[src/rtl/div_pkg.sv]
// Shared types and saturation helpers for the divider arbiter.
package div_pkg;

  typedef enum logic [1:0] {
    IDLE,
    WAIT,
    RESP
  } div_state_e;

  // Largest positive quotient for a w-bit signed result.
  function automatic int unsigned sat_max(input int unsigned w);
    return (32'd1 << (w - 1)) - 32'd1;
  endfunction

  // Most negative quotient (bit pattern 100..0) for a w-bit signed result.
  function automatic int unsigned sat_min(input int unsigned w);
    return 32'd1 << (w - 1);
  endfunction

endpackage

[src/rtl/rr_arbiter.sv]
// Round-robin arbiter: the search starts one past the last accepted requester.
module rr_arbiter #(
  parameter int NUM_REQ = 2
) (
  input  logic               clk,
  input  logic               rst_n,
  input  logic [NUM_REQ-1:0] req,
  input  logic               accept,
  output logic [NUM_REQ-1:0] grant
);

  localparam int PW = (NUM_REQ > 1) ? $clog2(NUM_REQ) : 1;

  logic [PW-1:0] ptr_reg;
  logic [PW-1:0] win_idx;
  logic [PW-1:0] cand;
  logic          found;

  always_comb begin
    grant   = '0;
    found   = 1'b0;
    win_idx = '0;
    cand    = '0;
    for (int i = 1; i <= NUM_REQ; i++) begin
      cand = PW'((int'(ptr_reg) + i) % NUM_REQ);
      if (!found && req[cand]) begin
        found   = 1'b1;
        win_idx = cand;
      end
    end
    if (found) grant[win_idx] = 1'b1;
  end

  // Pointer parks on the last requester so requester 0 wins first out of reset.
  always_ff @(posedge clk) begin
    if (!rst_n) begin
      ptr_reg <= PW'(NUM_REQ - 1);
    end else if (accept && found) begin
      ptr_reg <= win_idx;
    end
  end

endmodule

[src/rtl/div_arbiter.sv]
// Shares one fixed-point divider among several requesters, one operation at a time,
// with divide-by-zero bypass, stale-result filtering and a timeout abort.
module div_arbiter
  import div_pkg::*;
#(
  parameter int IN_WIDTH  = 12,
  parameter int OUT_WIDTH = 12,
  parameter int NUM_REQ   = 2,
  parameter int LATENCY   = 2 * IN_WIDTH,
  parameter int TIMEOUT   = 8
) (
  input  logic                        clk,
  input  logic                        rst_n,
  input  logic [NUM_REQ-1:0]          req_valid,
  output logic [NUM_REQ-1:0]          req_ready,
  input  logic [NUM_REQ*IN_WIDTH-1:0] req_rs1,
  input  logic [NUM_REQ*IN_WIDTH-1:0] req_rs2,
  output logic [NUM_REQ-1:0]          resp_valid,
  input  logic [NUM_REQ-1:0]          resp_ready,
  output logic [OUT_WIDTH-1:0]        resp_rd,
  output logic                        resp_err,
  output logic [IN_WIDTH-1:0]         div_rs1,
  output logic [IN_WIDTH-1:0]         div_rs2,
  input  logic [OUT_WIDTH-1:0]        div_rd,
  input  logic                        div_valid
);

  localparam int CNT_MAX = LATENCY + TIMEOUT;
  localparam int CW      = $clog2(CNT_MAX + 1);
  localparam logic [OUT_WIDTH-1:0] RD_POS = OUT_WIDTH'(sat_max(OUT_WIDTH));
  localparam logic [OUT_WIDTH-1:0] RD_NEG = OUT_WIDTH'(sat_min(OUT_WIDTH));

  div_state_e           state_reg, state_next;
  logic [CW-1:0]        cnt_reg, cnt_next;
  logic [NUM_REQ-1:0]   owner_reg, owner_next;
  logic [NUM_REQ-1:0]   req_ready_reg, req_ready_next;
  logic [OUT_WIDTH-1:0] rd_reg, rd_next;
  logic                 err_reg, err_next;
  logic [IN_WIDTH-1:0]  div_rs1_reg, div_rs1_next;
  logic [IN_WIDTH-1:0]  div_rs2_reg, div_rs2_next;

  logic [NUM_REQ-1:0]   arb_req;
  logic [NUM_REQ-1:0]   grant;
  logic                 accept;
  logic [IN_WIDTH-1:0]  rs1_masked [NUM_REQ];
  logic [IN_WIDTH-1:0]  rs2_masked [NUM_REQ];
  logic [IN_WIDTH-1:0]  sel_rs1, sel_rs2;

  assign arb_req = (state_reg == IDLE) ? req_valid : '0;

  rr_arbiter #(
    .NUM_REQ(NUM_REQ)
  ) u_rr_arbiter (
    .clk   (clk),
    .rst_n (rst_n),
    .req   (arb_req),
    .accept(accept),
    .grant (grant)
  );

  // One-hot operand select: mask each lane by its grant bit, then OR.
  for (genvar gi = 0; gi < NUM_REQ; gi++) begin : g_mask
    assign rs1_masked[gi] = grant[gi] ? req_rs1[gi*IN_WIDTH +: IN_WIDTH] : '0;
    assign rs2_masked[gi] = grant[gi] ? req_rs2[gi*IN_WIDTH +: IN_WIDTH] : '0;
  end

  always_comb begin
    sel_rs1 = '0;
    sel_rs2 = '0;
    for (int i = 0; i < NUM_REQ; i++) begin
      sel_rs1 |= rs1_masked[i];
      sel_rs2 |= rs2_masked[i];
    end
  end

  always_comb begin
    state_next     = state_reg;
    cnt_next       = cnt_reg;
    owner_next     = owner_reg;
    req_ready_next = '0;
    rd_next        = rd_reg;
    err_next       = err_reg;
    div_rs1_next   = div_rs1_reg;
    div_rs2_next   = div_rs2_reg;
    accept         = 1'b0;
    case (state_reg)
      IDLE: begin
        if (|grant) begin
          accept         = 1'b1;
          req_ready_next = grant;
          owner_next     = grant;
          if (sel_rs2 == '0) begin
            state_next = RESP;
            err_next   = 1'b1;
            rd_next    = sel_rs1[IN_WIDTH-1] ? RD_NEG : RD_POS;
          end else begin
            state_next   = WAIT;
            cnt_next     = '0;
            div_rs1_next = sel_rs1;
            div_rs2_next = sel_rs2;
          end
        end
      end
      WAIT: begin
        if (cnt_reg != CW'(CNT_MAX)) cnt_next = cnt_reg + CW'(1);
        if (div_valid && (cnt_reg >= CW'(LATENCY))) begin
          state_next = RESP;
          rd_next    = div_rd;
          err_next   = 1'b0;
        end else if (cnt_reg >= CW'(CNT_MAX - 1)) begin
          // Counter reaches LATENCY+TIMEOUT on this edge: abort.
          state_next = RESP;
          rd_next    = '0;
          err_next   = 1'b1;
        end
      end
      RESP: begin
        if ((resp_ready & owner_reg) != '0) begin
          state_next   = IDLE;
          div_rs1_next = '0;
          div_rs2_next = '0;
        end
      end
      default: state_next = IDLE;
    endcase
  end

  always_ff @(posedge clk) begin
    if (!rst_n) begin
      state_reg     <= IDLE;
      cnt_reg       <= '0;
      owner_reg     <= '0;
      req_ready_reg <= '0;
      rd_reg        <= '0;
      err_reg       <= 1'b0;
      div_rs1_reg   <= '0;
      div_rs2_reg   <= '0;
    end else begin
      state_reg     <= state_next;
      cnt_reg       <= cnt_next;
      owner_reg     <= owner_next;
      req_ready_reg <= req_ready_next;
      rd_reg        <= rd_next;
      err_reg       <= err_next;
      div_rs1_reg   <= div_rs1_next;
      div_rs2_reg   <= div_rs2_next;
    end
  end

  assign req_ready  = req_ready_reg;
  assign resp_valid = (state_reg == RESP) ? owner_reg : '0;
  assign resp_rd    = rd_reg;
  assign resp_err   = err_reg;
  assign div_rs1    = div_rs1_reg;
  assign div_rs2    = div_rs2_reg;

endmodule

[config.mk]
export PLATFORM = sky130hd
export DESIGN_NAME = div_arbiter
export DESIGN_NICKNAME = d
export VERILOG_FILES = /design/src/rtl/div_pkg.sv /design/src/rtl/rr_arbiter.sv /design/src/rtl/div_arbiter.sv
export SDC_FILE = /design/constraint.sdc
export NUM_CORES = 1
export LEC_CHECK = 0
export CORE_MARGIN = 2
export CORE_UTILIZATION = 45
export CTS_CLUSTER_DIAMETER = 150
export DETAILED_ROUTE_END_ITERATION = 10
export PLACE_DENSITY = 0.85
export SYNTH_ARGS = -nofsm -noshare
export SYNTH_HDL_FRONTEND = slang
export SYNTH_HIERARCHICAL = 1
export SYNTH_SLANG_ARGS = --single-unit
[constraint.sdc]
create_clock -name clk -period 5.3 [get_ports clk]
set_input_delay 1.06 -clock clk [delete_from_list [all_inputs] [get_ports clk]]
set_output_delay 1.06 -clock clk [all_outputs]
set_load 0.05 [all_outputs]
==> results_dict.tcl, run 1 <==
set metrics [dict create \
    vias 2315 \
    wirelength_um 6950 \
    grtUsageTotal 0.241 \
    ys_seq_area_frac 0.412 \
    place_area_um2 3520 \
    synthTopCellsByArea "dfxtp_1 (41%), o2bb2ai_2 (12%), a22oi_1 (11%)" \
    die_h_um 77.5 \
    gp_congestion 0.802 \
    boundaryPins 108 \
    yosysWarnings 6 \
    rr_endpoint "resp_rd[3]" \
    fillers 391 \
    powerDensity_nw_per_um2 570 \
    synth_cell_type_count 43 \
    regArea_um2 1000 \
    worstRegToRegCells 9 \
    hold_viol 0 \
    htreeDepth 2 \
    dr.pass1.iters 4 \
    criticalPathCategory "input port to flip-flop" \
    crit_family "compound AO/OA/AOI/OAI gates" \
    fin_ws_ns 1.77 \
    irDropWorstVdd_mv 0.300 \
    cp_max_fo 28 \
    cts_setup_buffers 0 \
    maxSlewHeadroom 0.351 \
    power.leakage_nw 1.29 \
    n_antenna_cell 0 \
    post_drt_wl_per_cell_um 16.6 \
    timing.fmax_ghz 0.283 \
    fin_util 0.698 \
    num_rows 26 \
    tns_ns 0 \
    grt-ovfl-total 0 \
    finalSetupViolations 0 \
    core_um2 5170 \
    grt_max_degree 29 \
    first_iter_violations 180 \
    multi_input_area_um2 1320 \
    holdBufCountCts 0 \
    cts_num_sinks 50 \
    cp.arrival_ns 3.67 \
    hpwl_um 5090 \
    slowest_stage "o22ai_1" \
    r2r-start "state_reg[1]" \
    hold_class "flip-flop to flip-flop" \
    period_needed_ns 3.53 \
    start_util 0.470 \
    whs_path_depth 2 \
    worstPathRequired_ns 5.44 \
    slowest_delay_ns 0.68 \
    insertion_delay_ns 0.31 \
    yosys.area.top_type "dfxtp_1" \
    worstPathCellList "clkdlybuf4s50_1, and2_1, a21boi_2, buf_4, nor2_1, a21oi_2, nand2_1, o22ai_1, a22oi_1" \
    cts_tree "done" \
    final_max_slew_viol_count 0 \
    synthFlopType "dfxtp_1" \
    io_buffer_count 107 \
    cts_made_buffers 5 \
    cts_resized 0 \
    cts_buffer_depth 2 \
    die_w_um 77.5 \
    post-route-period-util 0.666 \
    drcViolationCount 0 \
    status "finished, final reports clean" \
    reg2reg_slack_ns 2.18 \
    dp_cells 410 \
    worstMarginPinSlew_ns 0.974 \
    fin_skew_ns 0.00442 \
    path_clk_slew_ns 0.09 \
    grt_pass1_wl_um 11500 \
    cp-start-kind "input port" \
    ys_ff_latch 50 \
    maxCapViolations 0 \
    root_buffer "clkbuf_8" \
    async_flop_share 0 \
    hold_start "resp_rd[8]" \
    end_kind "flip-flop" \
    synth_top_area_frac 0.412 \
    antenna_found_initial 0 \
    grt_pass1_vias 2400 \
    synthesis.nets 318 \
    via_per_inst 5.54 \
    fin_area_um2 3610 \
    rsz0062_at_grt "false" \
    instances_no_fill 418 \
    dieArea_um2 6000 \
    avgSynthCellArea_um2 9.76 \
    ant_nets 0 \
    synthToLayoutAreaGrowth_pct 48.6 \
    layout.nets 416 \
    worstHoldEndpoint "resp_rd[8]" \
    synthCells 249 \
    syn_area_um2 2430 \
    drive_gt1_frac 0.129 \
    synth_edf_count 0 \
    pre_cts_slack_ns 1.51 \
    worst-path-buf-inv 2 \
]
==> cells by family (layout without fill, tap and decap cells) <==
logic type      Yosys count  count (layout)  synth area share
compound gates           90              90             0.344
fa+ha+maj                 2               2            0.0103
buf+inv                  25             124            0.0484
mux                       2               2           0.00824
simple gates             79              79             0.173
xor+xnor                  1               1           0.00361
flops                    50              50             0.412
==> tightest hold or removal path, cell delays in order, from the launching register on <==
cell     delay [ns]
dfxtp_1        0.32
nand2_1        0.05
a22oi_1        0.05
==> report_power, final <==
part | total [mW] | switching (mW) | leakage [nW] | internal (mW)
Clock | 0.231 | 0.125 | 0.0482 | 0.106
Sequential | 0.585 | 0.0902 | 0.410 | 0.495
Combinational | 1.24 | 0.804 | 0.827 | 0.440
Total | 2.06 | 1.02 | 1.29 | 1.04
==> per-layer routing <==
metal | wire, um | global-route usage | up-vias
met3 | 379 | 0.0686 | 13
li1 | - | - | 1131
met2 | 3520 | 0.417 | 70
met4 | 176 | 0.0857 | 0
met5 | 0 | 0 | -
met1 | 2880 | 0.283 | 1101
==> metrics by stage <==
stage          hold slack, ns  total power [mW]
5_1_grt                 0.487              2.17
4_1_cts                 0.469              2.07
3_5_place_dp            0.449              1.83
6_report                0.466              2.06
3_3_place_gp            0.446              1.81
2_1_floorplan           0.445              1.47
==> layout by cell type, fill, tap and decap left out, types with 3 or more instances in the layout <==
| master | n |
|---|---|
| inv_1 | 7 |
| nor3_1 | 4 |
| o2bb2ai_2 | 20 |
| nor4_2 | 4 |
| dfxtp_1 | 50 |
| and3_1 | 3 |
| nor2_1 | 14 |
| clkbuf_8 | 6 |
| nand3_1 | 8 |
| a21oi_1 | 8 |
| nand2_1 | 35 |
| o2bb2ai_1 | 4 |
| a22oi_1 | 37 |
| a31oi_1 | 6 |
| clkdlybuf4s50_1 | 107 |
==> cell type report <==
cell class | count | share of cell area
clock buffers | 7 | 0.0239
well taps | 70 | 0.0243
clock inverters | 1 | 0.00139
repair buffers | 109 | 0.301
inverters | 7 | 0.00728
flip-flops and latches | 50 | 0.277
multi-input cells | 174 | 0.365
==> cell usage after synthesis (4+ instances only) <==
master / instances
nand3_1: 8
nor4_2: 4
inv_1: 7
a31oi_1: 6
o2bb2ai_2: 20
dfxtp_1: 50
a22oi_1: 37
clkbuf_1: 8
nand2_1: 35
o2bb2ai_1: 4
a21oi_1: 8
buf_2: 7
nor3_1: 4
nor2_1: 14
==> worst max path at each step <==
stage                            start    endpoint  depth (start not counted)  slack (ns)
final                     req_valid[1]  resp_rd[3]                          9        1.77
after global routing      req_valid[1]  resp_rd[3]                          9        1.55
after CTS                 req_valid[1]  resp_rd[3]                          9        1.82
after detailed placement  req_valid[1]  resp_rd[3]                          9        1.51
after global placement    req_valid[1]  resp_rd[0]                          9        1.57
after floorplan           req_valid[1]  resp_rd[0]                          9        2.57
(Power assumes the default switching activity.)
==> inputs of run 2 (changes only) <==
--- a/config.mk
+++ b/config.mk
@@ -6,10 +6,10 @@
 export NUM_CORES = 1
 export LEC_CHECK = 0
 export CORE_MARGIN = 2
-export CORE_UTILIZATION = 45
+export CORE_UTILIZATION = 38
 export CTS_CLUSTER_DIAMETER = 150
 export DETAILED_ROUTE_END_ITERATION = 10
-export PLACE_DENSITY = 0.85
+export PLACE_DENSITY = 0.77
 export SYNTH_ARGS = -nofsm -noshare
 export SYNTH_HDL_FRONTEND = slang
 export SYNTH_HIERARCHICAL = 1
==> constraint.sdc (replaced) <==
create_clock -name clk -period 3.05 [get_ports clk]
set_input_delay 0.61 -clock clk [delete_from_list [all_inputs] [get_ports clk]]
set_output_delay 0.61 -clock clk [all_outputs]
set_load 0.05 [all_outputs]
==> run 2 against run 1 <==
- flip-flop and latch count is the same
- critical path depth shrank 1
- non-clock buffer count grew 9
- wire length grew 2.2%
- register-to-register slack lost 1.8 ns
- clock power grew 73%
- sequential share of layout area shrank 0.67 points
- first-iteration DRC count shrank 34%
- clock-buffer cell count is the same
- global-route usage shrank 3.6 points
- highest routed layer unchanged
==> results_dict.tcl, run 2 (synthesized netlist as in run 1, its figures left out) <==
set metrics [dict create \
    status "finished, final reports clean" \
    via_per_inst 5.38 \
    hold_viol 0 \
    cts_num_sinks 50 \
    hold_class "flip-flop to flip-flop" \
    cp-start-kind "input port" \
    core_um2 6280 \
    worstMarginPinSlew_ns 0.863 \
    grt_pass1_wl_um 11700 \
    first_iter_violations 118 \
    end_kind "flip-flop" \
    htreeDepth 2 \
    fin_util 0.589 \
    wirelength_um 7110 \
    start_util 0.387 \
    dr.pass1.iters 4 \
    timing.fmax_ghz 0.360 \
    slowest_stage "or3b_2" \
    worstPathRequired_ns 3.19 \
    path_clk_slew_ns 0.09 \
    cts_tree "done" \
    fin_hold_ws_ns 0.464 \
    io_buffer_count 107 \
    cts_resized 0 \
    worstPathCellList "clkdlybuf4s50_1, and2_1, a21boi_2, or3b_2, a31oi_1, a221oi_2, nand3_1, a22oi_1" \
    gp_congestion 0.861 \
    hpwl_um 5370 \
    final_cell_mix "clkdlybuf4s50_1 (107), dfxtp_1 (50), a22oi_1 (37)" \
    ant_nets 0 \
    cts_setup_buffers 0 \
    power.leakage_nw 1.33 \
    drive_gt1_frac 0.151 \
    holdBufCountCts 0 \
    criticalPathCategory "input port to flip-flop" \
    antenna_found_initial 0 \
    powerDensity_nw_per_um2 992 \
    maxCapViolations 0 \
    maxSlewHeadroom 0.425 \
    cp_max_fo 11 \
    insertion_delay_ns 0.30 \
    drcViolationCount 0 \
    synthToLayoutAreaGrowth_pct 52.3 \
    irDropWorstVdd_mv 0.486 \
    cts_made_buffers 5 \
    grt_pass1_vias 2388 \
    grt-ovfl-total 0 \
    boundaryPins 108 \
    finalSetupViolations 0 \
    cp.arrival_ns 2.91 \
    grt_max_degree 26 \
    layout.nets 425 \
    post-route-period-util 0.910 \
    post_drt_wl_per_cell_um 16.4 \
    grtUsageTotal 0.204 \
    n_antenna_cell 0 \
    final_max_slew_viol_count 0 \
    die_w_um 84.0 \
    final_common_cell "clkdlybuf4s50_1" \
    die_h_um 84.0 \
    slowest_delay_ns 0.53 \
    period_needed_ns 2.77 \
    cts_buffer_depth 2 \
    dieArea_um2 7050 \
    root_buffer "clkbuf_8" \
    rsz0062_at_grt "false" \
    vias 2335 \
    fin_skew_ns 0.00266 \
    num_rows 29 \
]
[run 2: changes by cell type in the layout (fill, tap and decap cells not counted)]
cell	previous run	this run
buf_4	2	10
buf_12	0	1
[run 2: stage by stage]
| stage | cells | power (mW) | TNS, ns | setup WS (ns) | cell area [um^2] |
|---|---|---|---|---|---|
| 2_1_floorplan | 249 | 2.56 | 0 | 0.574 | 2430 |
| 3_3_place_gp | 426 | 3.24 | 0 | 0.0807 | 3610 |
| 3_5_place_dp | 426 | 3.28 | -0.0341 | -0.0181 | 3610 |
| 4_1_cts | 434 | 3.68 | 0 | 0.285 | 3700 |
| 5_1_grt | 434 | 3.89 | 0 | 0.129 | 3700 |
| 6_report | 434 | 3.67 | 0 | 0.276 | 3700 |
[run 2: power breakdown]
group | leakage, nW | internal (mW) | switching, mW
sequential | 0.410 | 0.860 | 0.137
clock | 0.0482 | 0.183 | 0.216
combinational | 0.876 | 0.845 | 1.43
total | 1.33 | 1.89 | 1.78
[run 2: final timing paths]
kind,from,endpoint,slack (ns),cells after the start
hold / removal,resp_rd[7],resp_rd[7],0.46,2
setup / recovery,req_valid[0],resp_rd[3],0.28,8
hold reg to reg,resp_rd[7],resp_rd[7],0.46,2
setup reg to reg,state_reg[0],resp_rd[3],0.35,8
[run 2: area by class of cell]
class,instances,area (um^2)
multi-input combinational,174,1320
fill,555,2580
clock buffer,7,86.3
timing repair buffer,118,1170
tap,77,96.3
inverter,7,26.3
clock inverter,1,5.00
sequential,50,1000
[run 2: critical path, delay by kind of cell]
kind	cells	cell delay, ns
and+or+nand+nor	3	1.08
AOI/OAI and AO/OA	4	0.76
buffers and inverters	1	0.46
[run 2: metal layers]
metal / share of wire / wire [um] / global-route usage / vias to the layer above
li1: - / - / - / 1149
met1: 0.41 / 2900 / 0.252 / 1099
met2: 0.50 / 3540 / 0.336 / 79
met3: 0.081 / 575 / 0.0801 / 8
met4: 0.013 / 89 / 0.0455 / 0
met5: 0 / 0 / 0 / -
==> inputs of run 3 (changes only) <==
--- a/config.mk
+++ b/config.mk
@@ -6,10 +6,10 @@
 export NUM_CORES = 1
 export LEC_CHECK = 0
 export CORE_MARGIN = 2
-export CORE_UTILIZATION = 38
+export CORE_UTILIZATION = 45
 export CTS_CLUSTER_DIAMETER = 150
 export DETAILED_ROUTE_END_ITERATION = 10
-export PLACE_DENSITY = 0.77
+export PLACE_DENSITY = 0.85
 export SYNTH_ARGS = -nofsm -noshare
 export SYNTH_HDL_FRONTEND = slang
 export SYNTH_HIERARCHICAL = 1
==> constraint.sdc (replaced) <==
create_clock -name clk -period 3.5 [get_ports clk]
set_input_delay 0.7 -clock clk [delete_from_list [all_inputs] [get_ports clk]]
set_output_delay 0.7 -clock clk [all_outputs]
set_load 0.05 [all_outputs]
==> run 3 against run 2 <==
- non-clock buffer count is 6 lower
- design area fell by 0.85%
- clock-buffer cell count is 2 lower
- global-route usage grew 5.0 points
- utilization up 12 points
- highest routed layer unchanged
==> results_dict.tcl, run 3 (synthesized netlist as in run 1, its figures left out) <==
set metrics [dict create \
    switching_share 0.485 \
    ant_nets 0 \
    hpwl_um 5390 \
    via_per_inst 5.62 \
    powerDensity_nw_per_um2 877 \
    internal_power_mw 1.66 \
    pre_cts_slack_ns 0.339 \
    start_util 0.470 \
    io_buffer_count 107 \
    hold_viol 0 \
    regArea_um2 1000 \
    cp_max_fo 11 \
    cts_made_buffers 5 \
    fin_skew_ns 0.00536 \
    final_cell_mix "clkdlybuf4s50_1 (107), dfxtp_1 (50), a22oi_1 (37)" \
    drive_gt1_frac 0.140 \
    finalSetupViolations 0 \
    fillers 381 \
    gp_congestion 0.841 \
    multi_input_area_um2 1320 \
    post-route-period-util 0.816 \
    boundaryPins 108 \
    cts_setup_buffers 0 \
    tns_ns 0 \
    worstPathRequired_ns 3.65 \
    cts_tree "done" \
    dp_cells 413 \
    cts_num_sinks 50 \
    n_antenna_cell 0 \
    cts_resized 0 \
    htreeDepth 2 \
    pwr-share-comb 0.597 \
    vias 2368 \
    switching_power_mw 1.56 \
    status "finished, final reports clean" \
    layout.nets 419 \
    cp.arrival_ns 3.01 \
    timing.fmax_ghz 0.350 \
    whs_path_depth 2 \
    worstMarginPinSlew_ns 0.837 \
    die_h_um 77.5 \
    irDropWorstVdd_mv 0.570 \
    wirelength_um 7210 \
    instances_no_fill 421 \
    grtUsageTotal 0.254 \
    power.leakage_nw 1.31 \
    synthToLayoutAreaGrowth_pct 51.0 \
    holdBufCountCts 0 \
    criticalPathCategory "input port to flip-flop" \
    post_drt_wl_per_cell_um 17.1 \
    worstRegToRegCells 8 \
    dieArea_um2 6000 \
    grt_pass1_vias 2502 \
    root_buffer "clkbuf_8" \
    maxCapViolations 0 \
    period_needed_ns 2.86 \
    final_common_cell "clkdlybuf4s50_1" \
    grt-ovfl-total 0 \
    hold_class "flip-flop to flip-flop" \
    fin_ws_ns 0.643 \
    maxSlewHeadroom 0.442 \
    final_max_slew_viol_count 0 \
    dr.pass1.iters 5 \
    grt_max_degree 26 \
    rsz0062_at_grt "false" \
    core_um2 5170 \
    antenna_found_initial 0 \
    power_frac_seq 0.276 \
    end_kind "flip-flop" \
    die_w_um 77.5 \
    path_clk_slew_ns 0.09 \
    first_iter_violations 182 \
    insertion_delay_ns 0.31 \
    cp-start-kind "input port" \
    num_rows 26 \
    p_clk_frac 0.128 \
    grt_pass1_wl_um 12100 \
    cts_buffer_depth 2 \
    drcViolationCount 0 \
]
==> run 3: final timing paths <==
| kind | end | start | slack [ns] |
|---|---|---|---|
| setup / recovery | resp_rd[7] | req_valid[0] | 0.64 |
| hold / removal | resp_rd[8] | resp_rd[8] | 0.47 |
| setup reg to reg | resp_rd[7] | state_reg[1] | 0.69 |
| hold reg to reg | resp_rd[8] | resp_rd[8] | 0.47 |
==> run 3: per-layer routing <==
metal  share of wire  GRT usage
met5               0          0
met4           0.031      0.102
met3           0.051     0.0733
met1            0.40      0.283
met2            0.52      0.452
==> run 3: layout make-up <==
class / instances / share of cell area
repair buffers: 112 / 0.306
flip-flops and latches: 50 / 0.273
well taps: 70 / 0.0239
multi-input cells: 174 / 0.359
inverters: 7 / 0.00716
clock inverters: 3 / 0.0123
clock buffers: 5 / 0.0188
==> run 3: through the flow <==
step / hold WS [ns] / area [um^2] / power, mW / util
6_report: 0.467 / 3670 / 3.22 / 0.709
2_1_floorplan: 0.445 / 2430 / 2.23 / -
4_1_cts: 0.468 / 3670 / 3.22 / 0.709
5_1_grt: 0.487 / 3670 / 3.40 / 0.709
3_3_place_gp: 0.446 / 3550 / 2.77 / 0.687
3_5_place_dp: 0.448 / 3550 / 2.80 / 0.687
==> run 3: power by group through the flow <==
stage / clock (mW) / combinational (mW) / sequential [mW]
finish: 0.411 / 1.92 / 0.887
global route: 0.443 / 2.04 / 0.914
CTS: 0.417 / 1.92 / 0.887
detailed placement: 0 / 1.91 / 0.892
global placement: 0 / 1.88 / 0.891
floorplan: 0 / 0.872 / 1.36
==> run 3: worst max-delay path, cell delays in order <==
cell	delay, ns
clkdlybuf4s50_1	0.44
and2_1	0.18
a21boi_2	0.29
nor2_1	0.13
a21oi_2	0.33
nand2_1	0.09
o22ai_1	0.65
a22oi_1	0.20
